File: src/rtl/alu_pkg.sv
// Shared definitions for the ALU sharing arbiter.
// Holds the fixed ALU geometry, op-code constants and the registered
// response-slot payload carried from the ALU to the response channel.
package alu_pkg;

  localparam int unsigned ALU_W      = 32;
  localparam int unsigned ALU_CTRL_W = 3;

  // ALU op codes; 3'b110 is unassigned and flagged as illegal.
  typedef enum logic [ALU_CTRL_W-1:0] {
    OP_SUM     = 3'b000,
    OP_SUB     = 3'b001,
    OP_AND     = 3'b010,
    OP_OR      = 3'b011,
    OP_SRCB    = 3'b100,
    OP_LT      = 3'b101,
    OP_ILLEGAL = 3'b110,
    OP_XOR     = 3'b111
  } alu_op_e;

  // One response-slot entry.
  typedef struct packed {
    logic             id;
    logic [ALU_W-1:0] res;
    logic             zero;
    logic             lt;
    logic             illegal;
  } rsp_slot_t;

  // True when the op code is the unassigned encoding.
  function automatic logic is_illegal_op(input logic [ALU_CTRL_W-1:0] op);
    return op == OP_ILLEGAL;
  endfunction

endpackage

File: src/rtl/ALU.sv
// Existing 32-bit combinational ALU shared by the arbiter.
// Ports:
//   A, B        32-bit operands (signed for the lt comparison)
//   ALUControl  3-bit op code (SUM, SUB, AND, OR, SRCB, LT, XOR)
//   Res         32-bit result, wraps mod 2^32
//   Zero        Res == 0
//   lt          signed A < B, independent of the op code
module ALU (
  input  logic [31:0] A,
  input  logic [31:0] B,
  input  logic [2:0]  ALUControl,
  output logic [31:0] Res,
  output logic        Zero,
  output logic        lt
);

  assign lt   = $signed(A) < $signed(B);
  assign Zero = (Res == 32'd0);

  // Result select.
  always_comb begin
    Res = 32'd0;
    case (ALUControl)
      3'b000:  Res = A + B;
      3'b001:  Res = A - B;
      3'b010:  Res = A & B;
      3'b011:  Res = A | B;
      3'b100:  Res = B;
      3'b101:  Res = {31'd0, lt};
      3'b111:  Res = A ^ B;
      default: Res = 32'd0;
    endcase
  end

endmodule

File: src/rtl/alu_share_rr_grant.sv
// Two-port grant logic for the shared ALU.
// Build option: ALU_SHARE_RR_EN selects round-robin on conflict (the port
// that was not granted last wins); without it port 0 always wins.
// Ports:
//   valid0, valid1  request valids
//   can_accept      response slot can take a result this cycle
//   last_grant      port granted by the previous accept (round-robin only)
//   grant_c         one-hot grant, bit N = port N, combinational
module alu_share_rr_grant (
  input  logic       valid0,
  input  logic       valid1,
  input  logic       can_accept,
`ifdef ALU_SHARE_RR_EN
  input  logic       last_grant,
`endif
  output logic [1:0] grant_c
);

  // Single requester wins outright; conflicts resolved by the build option.
  always_comb begin
    grant_c = 2'b00;
    if (can_accept) begin
      if (valid0 && valid1) begin
`ifdef ALU_SHARE_RR_EN
        grant_c = last_grant ? 2'b01 : 2'b10;
`else
        grant_c = 2'b01;
`endif
      end else if (valid0) begin
        grant_c = 2'b01;
      end else if (valid1) begin
        grant_c = 2'b10;
      end
    end
  end

endmodule

File: src/rtl/alu_share_arbiter.sv
// Shares one combinational ALU between two valid/ready requesters and returns
// results through a one-entry registered response slot tagged with the id.
// Build option: ALU_SHARE_RR_EN (round-robin on conflict, else port 0 priority).
// Ports:
//   clk, rst                          clock, synchronous active-high reset
//   reqN_valid/ready/a/b/ctrl         request channel of port N (N = 0, 1)
//   rsp_valid/ready                   response handshake
//   rsp_id/res/zero/lt/illegal        registered response payload
module alu_share_arbiter
  import alu_pkg::*;
#(
  parameter int unsigned WIDTH  = 32,
  parameter int unsigned CTRL_W = 3
) (
  input  logic              clk,
  input  logic              rst,
  input  logic              req0_valid,
  output logic              req0_ready,
  input  logic [WIDTH-1:0]  req0_a,
  input  logic [WIDTH-1:0]  req0_b,
  input  logic [CTRL_W-1:0] req0_ctrl,
  input  logic              req1_valid,
  output logic              req1_ready,
  input  logic [WIDTH-1:0]  req1_a,
  input  logic [WIDTH-1:0]  req1_b,
  input  logic [CTRL_W-1:0] req1_ctrl,
  output logic              rsp_valid,
  input  logic              rsp_ready,
  output logic              rsp_id,
  output logic [WIDTH-1:0]  rsp_res,
  output logic              rsp_zero,
  output logic              rsp_lt,
  output logic              rsp_illegal
);

  typedef enum logic {
    S_EMPTY = 1'b0,
    S_FULL  = 1'b1
  } slot_state_e;

  slot_state_e          state_q, state_d;
  rsp_slot_t            slot_q, slot_d;
  logic                 load_c;
  logic                 can_accept_c;
  logic [1:0]           grant_c;
  logic                 accept_c;
  logic [ALU_W-1:0]     alu_a_c, alu_b_c, alu_res_c;
  logic [ALU_CTRL_W-1:0] alu_ctrl_c;
  logic                 alu_zero_c, alu_lt_c;

  // Reset blocks accepts so no ready is raised during the reset cycle.
  assign can_accept_c = ~rst & ((state_q == S_EMPTY) | rsp_ready);

`ifdef ALU_SHARE_RR_EN
  logic last_grant_q;

  // Remembers the last accepted port; starts at 1 so port 0 wins first.
  always_ff @(posedge clk) begin
    if (rst) begin
      last_grant_q <= 1'b1;
    end else if (accept_c) begin
      last_grant_q <= grant_c[1];
    end
  end
`endif

  alu_share_rr_grant u_grant (
    .valid0     (req0_valid),
    .valid1     (req1_valid),
    .can_accept (can_accept_c),
`ifdef ALU_SHARE_RR_EN
    .last_grant (last_grant_q),
`endif
    .grant_c    (grant_c)
  );

  assign accept_c   = |grant_c;
  assign req0_ready = grant_c[0];
  assign req1_ready = grant_c[1];

  // Route the granted port to the ALU; idle drives a zero SUM.
  always_comb begin
    alu_a_c    = '0;
    alu_b_c    = '0;
    alu_ctrl_c = OP_SUM;
    if (grant_c[0]) begin
      alu_a_c    = ALU_W'(req0_a);
      alu_b_c    = ALU_W'(req0_b);
      alu_ctrl_c = ALU_CTRL_W'(req0_ctrl);
    end else if (grant_c[1]) begin
      alu_a_c    = ALU_W'(req1_a);
      alu_b_c    = ALU_W'(req1_b);
      alu_ctrl_c = ALU_CTRL_W'(req1_ctrl);
    end
  end

  ALU u_alu (
    .A          (alu_a_c),
    .B          (alu_b_c),
    .ALUControl (alu_ctrl_c),
    .Res        (alu_res_c),
    .Zero       (alu_zero_c),
    .lt         (alu_lt_c)
  );

  // Slot payload; the illegal op forces a zero result with Zero set.
  always_comb begin
    slot_d.id      = grant_c[1];
    slot_d.illegal = is_illegal_op(alu_ctrl_c);
    slot_d.res     = slot_d.illegal ? '0 : alu_res_c;
    slot_d.zero    = slot_d.illegal ? 1'b1 : alu_zero_c;
    slot_d.lt      = alu_lt_c;
  end

  // Slot state register.
  always_ff @(posedge clk) begin
    if (rst) begin
      state_q <= S_EMPTY;
    end else begin
      state_q <= state_d;
    end
  end

  // Slot next state; a drain with a simultaneous accept stays FULL.
  always_comb begin
    state_d = state_q;
    load_c  = 1'b0;
    case (state_q)
      S_EMPTY: begin
        if (accept_c) begin
          state_d = S_FULL;
          load_c  = 1'b1;
        end
      end
      S_FULL: begin
        if (accept_c) begin
          load_c = 1'b1;
        end else if (rsp_ready) begin
          state_d = S_EMPTY;
        end
      end
      default: state_d = S_EMPTY;
    endcase
  end

  // Payload register; held while stalled.
  always_ff @(posedge clk) begin
    if (rst) begin
      slot_q <= '0;
    end else if (load_c) begin
      slot_q <= slot_d;
    end
  end

  assign rsp_valid   = (state_q == S_FULL);
  assign rsp_id      = slot_q.id;
  assign rsp_res     = WIDTH'(slot_q.res);
  assign rsp_zero    = slot_q.zero;
  assign rsp_lt      = slot_q.lt;
  assign rsp_illegal = slot_q.illegal;

endmodule

File: config.mk
export PLATFORM = sky130hd
export DESIGN_NAME = alu_share_arbiter
export DESIGN_NICKNAME = d
export VERILOG_FILES = /design/src/rtl/alu_pkg.sv /design/src/rtl/ALU.sv /design/src/rtl/alu_share_rr_grant.sv /design/src/rtl/alu_share_arbiter.sv
export SDC_FILE = /design/constraint.sdc
export NUM_CORES = 1
export LEC_CHECK = 0
export BUFFER_PORTS_ARGS = -buffer_cell sky130_fd_sc_hd__buf_2
export CAP_MARGIN = 20
export CORE_MARGIN = 3
export CORE_UTILIZATION = 30
export CTS_CLUSTER_SIZE = 40
export DETAILED_ROUTE_END_ITERATION = 7
export PLACE_DENSITY_LB_ADDON = 0.08
export SLEW_MARGIN = 20
export SYNTH_ARGS = -nofsm -noshare
export SYNTH_HDL_FRONTEND = slang
export SYNTH_SLANG_ARGS = --single-unit
File: constraint.sdc
create_clock -name clk -period 13.15 [get_ports clk]
set_input_delay 2.63 -clock clk [delete_from_list [all_inputs] [get_ports clk]]
set_output_delay 2.63 -clock clk [all_outputs]
set_load 0.01 [all_outputs]
Word level (Yosys, flattened, before mapping)
Index checks and enable logic that the tools add are counted.
{"block": "op_classes", "n_addsub": 2, "n_mux": 17, "order_cmp": 1, "n_reduce_logical": 4, "eq_ne": 7, "bitwise": 7}
{"operator": "case mux 32 bit (7 select lines)", "count": 1}
{"operator": "two-way mux 32 bit", "count": 5}
{"operator": "adder 32 bit", "count": 1}
{"operator": "bitwise AND 32 bit", "count": 1}
{"operator": "zero test 32 bit", "count": 1}
{"operator": "< comparator 32 bit", "count": 1}
{"operator": "bitwise OR 32 bit", "count": 1}
{"operator": "subtractor 32 bit", "count": 1}
{"operator": "bitwise XOR 32 bit", "count": 1}
{"operator": "== test 3 bit, second input constant", "count": 4}
{"operator": "two-way mux 2 bit", "count": 4}
{"operator": "== test 3 x 2 -> 1 bit, second input constant", "count": 2}
{"operator": "two-way mux 3 bit", "count": 2}
{"operator": "two-way mux 1 bit", "count": 4}
{"operator": "== test 3 x 1 -> 1 bit, second input constant", "count": 1}
{"operator": "zero test 3 bit", "count": 1}
{"operator": "NOT 1 bit", "count": 2}
{"operator": "case mux 1 bit (2 select lines)", "count": 1}
{"operator": "OR reduction 2 bit", "count": 1}
{"operator": "bitwise AND 1 bit", "count": 1}
{"operator": "logical AND 1 bit", "count": 1}
{"operator": "bitwise OR 1 bit", "count": 1}
{"block": "word_totals", "input_bits": 139, "word_cells": 44, "reg_bits": 37}

Depth between registers and ports, before layout
{"block": "depth", "ltp_word": 10, "depth_mapped": 23}

Modules after synthesis
Synthesis repeated with hierarchy kept, for this count alone.
{"block": "unflattened", "hier_cells": 1112, "hier_area_um2": 7972.6}
{"mod": "ALU", "area_each_um2": 6020.8, "n_inst": 1, "cells_each": 923}
{"mod": "alu_share_arbiter", "area_each_um2": 1935.6, "n_inst": 1, "cells_each": 187}
{"mod": "alu_share_rr_grant", "area_each_um2": 16.3, "n_inst": 1, "cells_each": 2}

Least setup slack after synthesis
No wires, ideal clock.
{"block": "synth_timing", "path_type": "input-to-reg", "startpoint": "input rsp_ready", "endpoint": "register slot_q, in the netlist rsp_zero", "t_arrival_ns": 7.032, "required_ns": 13.062, "path_slack_ns": 6.030, "stages": 22, "setup_ns": 0.088, "n_path_buf": 5, "path_cell_list": "nand2b_1 buf_2 nand2_2 buf_2 buf_2 buf_2 mux2i_1 nor2_1 ha_1 buf_2 inv_1 a21oi_1 o311ai_1 a31oi_1 nor4_1 o31ai_2 o21ai_1 xnor2_1 nor2_1 nor4b_1 nand4_1 o32ai_2"}
{"block": "synth_between", "elab_chain_len": 9, "word_cells_on_any_way": 28}
{"element": "start: declaration", "line_no": "alu_share_arbiter.sv:28", "source": "input logic rsp_ready,"}
{"element": "bitwise OR 1 bit (*)", "line_no": "alu_share_arbiter.sv:52", "source": "assign can_accept_c = ~rst & ((state_q == S_EMPTY) | rsp_ready);"}
{"element": "bitwise AND 1 bit (*)", "line_no": "alu_share_arbiter.sv:52"}
{"element": "two-way mux 2 bit (*)", "line_no": "alu_share_rr_grant.sv:22", "source": "if (can_accept) begin"}
{"element": "two-way mux 32 bit / two-way mux 3 bit (equally long branches)", "line_no": "alu_share_arbiter.sv:90", "source": "end else if (grant_c[1]) begin"}
{"element": "two-way mux 32 bit / two-way mux 3 bit (equally long branches)", "line_no": "alu_share_arbiter.sv:86", "source": "if (grant_c[0]) begin"}
{"element": "subtractor 32 bit (tied with other cells)", "line_no": "ALU.sv:25", "source": "3'b001: Res = A - B;"}
{"element": "case mux 32 bit (7 select lines)", "line_no": "ALU.sv:23", "source": "case (ALUControl)"}
{"element": "zero test 32 bit", "line_no": "ALU.sv:18", "source": "assign Zero = (Res == 32'd0);"}
{"element": "two-way mux 1 bit", "line_no": "alu_share_arbiter.sv:111", "source": "slot_d.zero = slot_d.illegal ? 1'b1 : alu_zero_c;"}
{"element": "end signal: assignment", "line_no": "alu_share_arbiter.sv:151", "source": "slot_q <= slot_d;"}
{"element": "end: declaration", "line_no": "alu_share_arbiter.sv:42", "source": "rsp_slot_t slot_q, slot_d;"}
Every way passes the cells marked *; elsewhere a longest branch is shown, timed or not.
A chain may end at the register's enable or synchronous reset.

Final worst setup path
{"block": "layout_timing", "startpoint": "input req0_valid", "endpoint": "register slot_q, in the netlist rsp_zero"}
{"block": "layout_between", "elab_chain_len": 9, "word_cells_on_any_way": 29}
{"element": "start: declaration", "line_no": "alu_share_arbiter.sv:17", "source": "input logic req0_valid,"}
{"element": "two-way mux 2 bit / logical AND 1 bit (equally long branches)", "line_no": "alu_share_rr_grant.sv:29, alu_share_rr_grant.sv:23"}
{"element": "two-way mux 2 bit (*)", "line_no": "alu_share_rr_grant.sv:23", "source": "if (valid0 && valid1) begin"}
{"element": "two-way mux 2 bit (*)", "line_no": "alu_share_rr_grant.sv:22"}
{"element": "two-way mux 32 bit / two-way mux 3 bit (equally long branches)", "line_no": "alu_share_arbiter.sv:90"}
{"element": "two-way mux 32 bit / two-way mux 3 bit (equally long branches)", "line_no": "alu_share_arbiter.sv:86"}
{"element": "subtractor 32 bit (tied with other cells)", "line_no": "ALU.sv:25"}
{"element": "case mux 32 bit (7 select lines)", "line_no": "ALU.sv:23"}
{"element": "zero test 32 bit", "line_no": "ALU.sv:18"}
{"element": "two-way mux 1 bit", "line_no": "alu_share_arbiter.sv:111"}
Marked as above.

==> flow_summary_export.csv <==
group,metric,value,unit
clocking,cts_buffers,5,
clocking,cts_setup_buffers,0,
run,maxCapViolCount,0,
sta,finalHoldViolations,0,
layout,post-route-util,35.7,%
power_and_ir_drop,peakVddDrop,0.0000533,V
drt,drc,0,
layout,diodes,0,
setup_path,worst-path-stages,19,
synth,yosys-top-cells-count,"166 x nor2_1, 105 x ha_1, 97 x a21oi_1, 97 x inv_1, 70 x nand2_1",
floorplanning,die_height,170,um
sta,setup_violations,0,
setup_path,cp-endpoint,"rsp_zero",
setup_path,cp_common_cell,"inv_1",
synth,ys_seq_elements,37,
sta,skew,3.16,ps
floorplanning,die_area,28800,um2
worst_hold_path,whs_path_depth,2,
sta,whs,465,ps
sta,fin_setup_tns,0,ps
sta,clock.fmax,0.116,GHz
layout,drive_gt1_share,17.7,%
clocking,cts_resized,0,
global_routing,grt_use_total,23.1,%
placement,gp_congestion,0.945,
synth,yosys.cell_types.count,84,
floorplanning,core,26200,um2
setup_path,path_max_fanout,33,
layout,syn2layout_area_growth,16.4,%
setup_path,start_kind,"input pin",
setup_path,timing.rr.end,"rsp_zero",
placement,port_buffers,177,
setup_path,r2r_start,"rsp_valid",
global_routing,grt_max_degree,51,
floorplanning,die_x,170,um
synth,synth-edff-count,0,
sta,timing.final.max_slew_violations,0,
sta,min_period,8620,ps
synth,synth_top_area_share,16.4,%
drt,via_per_inst,5.71,
setup_path,path_delay_family,"simple AND/OR/NAND/NOR gates",
global_routing,overflow,0,
floorplanning,start_util,30.7,%
synth,yosys.area.top_type,"ha_1",
clocking,clockBufferDepth,2,
drt,vias,9285,
global_routing,antenna_found_initial,0,
drt,drtIter0Drc,814,
setup_path,r2r_setup_slack,6650,ps
setup_path,critPathCaptureType,"register",
synth,yosys_warnings,0,
worst_hold_path,hold_path_class,"reg2reg",
setup_path,crit_start,"req0_valid",
synth,ys_async_sr_fraction,0,%
global_routing,grt_pass1_vias,8825,
clocking,cts_tree,"yes",
setup_path,crit_type,"in2reg",
clocking,htreeDepth,2,
drt,ant_nets,0,
floorplanning,io_pins,178,
clocking,cts_root_buffer,"clkbuf_16",
synth,syn_nets,1410,
sta,max_slew_margin,22.8,%
layout,fillers,2865,
drt,wire_per_inst,21.5,um
synth,synth_top_cells_by_area,"ha_1 16%, dfxtp_1 9.2%, nor2_1 7.8%",
synth,syn_area,8040,um2
setup_path,cp.buffers_inverters,3,
synth,synthCells,1164,
layout,register_area,741,um2
synth,synth_flop_cell,"dfxtp_1",
setup_path,cp_slowest_cell,"nor4_1",
setup_path,arrival,8820,ps
power_and_ir_drop,p_per_area,70.1,nW/um2
global_routing,grt_pass1_wl,52.3,mm
setup_path,reg2reg_depth,17,
drt,first_pass_iters,5,
clocking,clk_pin_slew,60,ps
sta,period_share,65.5,%
setup_path,cpPeakStageDelay,750,ps
floorplanning,fp-row-count,59,
power_and_ir_drop,power.leakage,4.34,nW
sta,rsz0062_at_grt,"no",
sta,max_slew.worst_pin.slew,1160,ps
drt,routed_wl,34.9,mm
synth,syn_avg_cell_area,6.90,um2
status,status,"finished, final reports clean",
layout,nNetsFinal,1536,
placement,hpwl,28.1,mm
power_and_ir_drop,p_total,0.656,mW
setup_path,crit_chain,"buf_2 > nor2b_1 > nand2_2 > inv_1 > a22oi_1 > inv_1 > ha_1 > o21bai_1 > o2111ai_1 > o311ai_1 > a31oi_1 > nor4_1 > o31ai_2 > o21ai_1 > xnor2_1 > nor2_1 > nor4b_1 > nand4_1 > o32ai_2",
setup_path,cp.required,13350,ps
layout,multi_input_area,6660,um2
clocking,clk_latency,290,ps
synth,yosysMostFrequentCell,"nor2_1",
clocking,cts.sinks,37,
synth,seq_area_frac_synth,9.22,%
clocking,cts_hold_buf,0,
-- cells by family (layout without fill, tap and decap cells) --
group	after synthesis	after routing	share of synthesized area, %
compound gates	413	413	36.1
flops	37	37	9.22
simple gates	370	370	21.4
xor+xnor	32	32	3.49
fa+ha+maj	107	107	16.8
buf+inv	169	296	8.46
mux	36	36	4.48
-- layout by cell type, fill, tap and decap left out, drive strengths merged, types with 6 or more instances in the layout --
cell type	Yosys	layout
a221oi	19	19
inv	97	97
dfxtp	37	37
nand4	9	9
a21o	15	15
o21a	9	9
nand2b	16	16
o2111ai	6	6
a2111oi	8	8
a22o	26	26
a21oi	98	98
a31oi	10	10
o22ai	23	23
a211oi	29	29
o32ai	6	6
nand3	21	21
nand3b	6	6
xnor2	22	22
ha	105	105
and2	7	7
o31ai	8	8
a221o	7	7
nor3	29	29
a211o	8	8
clkbuf	42	6
nand2	71	71
mux2i	36	36
a22oi	23	23
buf	30	191
o21ai	64	64
o311ai	6	6
nor4	12	12
nor2	167	167
xor2	10	10
nor2b	10	10
o211ai	17	17
-- registers in the layout (all words and copies together) (netlist names) --
register and count:
rsp_id 1, rsp_illegal 1, rsp_valid 1, rsp_lt 1
rsp_zero 1, rsp_res 32
-- worst min-delay path, stage by stage, from the launching register on --
cell     delay [ps]
dfxtp_1         310
nand2_1          50
a21oi_1          50
-- area by class of cell --
type                       instances  area share, %
multi-input combinational        958           71.2
clock buffer                       6           1.49
clock inverter                     2          0.401
inverter                          97           3.89
tap                              335           4.48
timing repair buffer             191           10.6
sequential                        37           7.92
-- stage by stage --
stage	instance area, um2	setup WS [ps]	cells
2_1_floorplan	8040	6030	1164
3_3_place_gp	9170	4380	1618
3_5_place_dp	9170	4310	1618
4_1_cts	9350	4610	1626
5_1_grt	9350	4110	1626
6_report	9350	4530	1626
-- layer usage --
layer / wire, um / track usage, %
met5: 0 / 0
met4: 575 / 4.69
met3: 1920 / 1.77
met2: 15700 / 37.5
met1: 16700 / 33.5
-- report_power, final --
| group | internal (mW) | switching, mW |
|---|---|---|
| registers | 0.122 | 0.00555 |
| logic | 0.140 | 0.244 |
| clock network | 0.0947 | 0.0499 |
-- how the worst min path moves through the flow --
| stage | from | to | slack [ps] |
|---|---|---|---|
| after CTS | rsp_res[21] | rsp_res[21] | 470 |
| after global routing | rsp_illegal | rsp_illegal | 490 |
| after floorplan | rsp_illegal | rsp_illegal | 480 |
| after global placement | rsp_res[21] | rsp_res[21] | 460 |
| after detailed placement | rsp_res[21] | rsp_res[21] | 460 |
| final | rsp_res[21] | rsp_res[21] | 470 |
No activity file was read; power rests on OpenSTA's default activity.
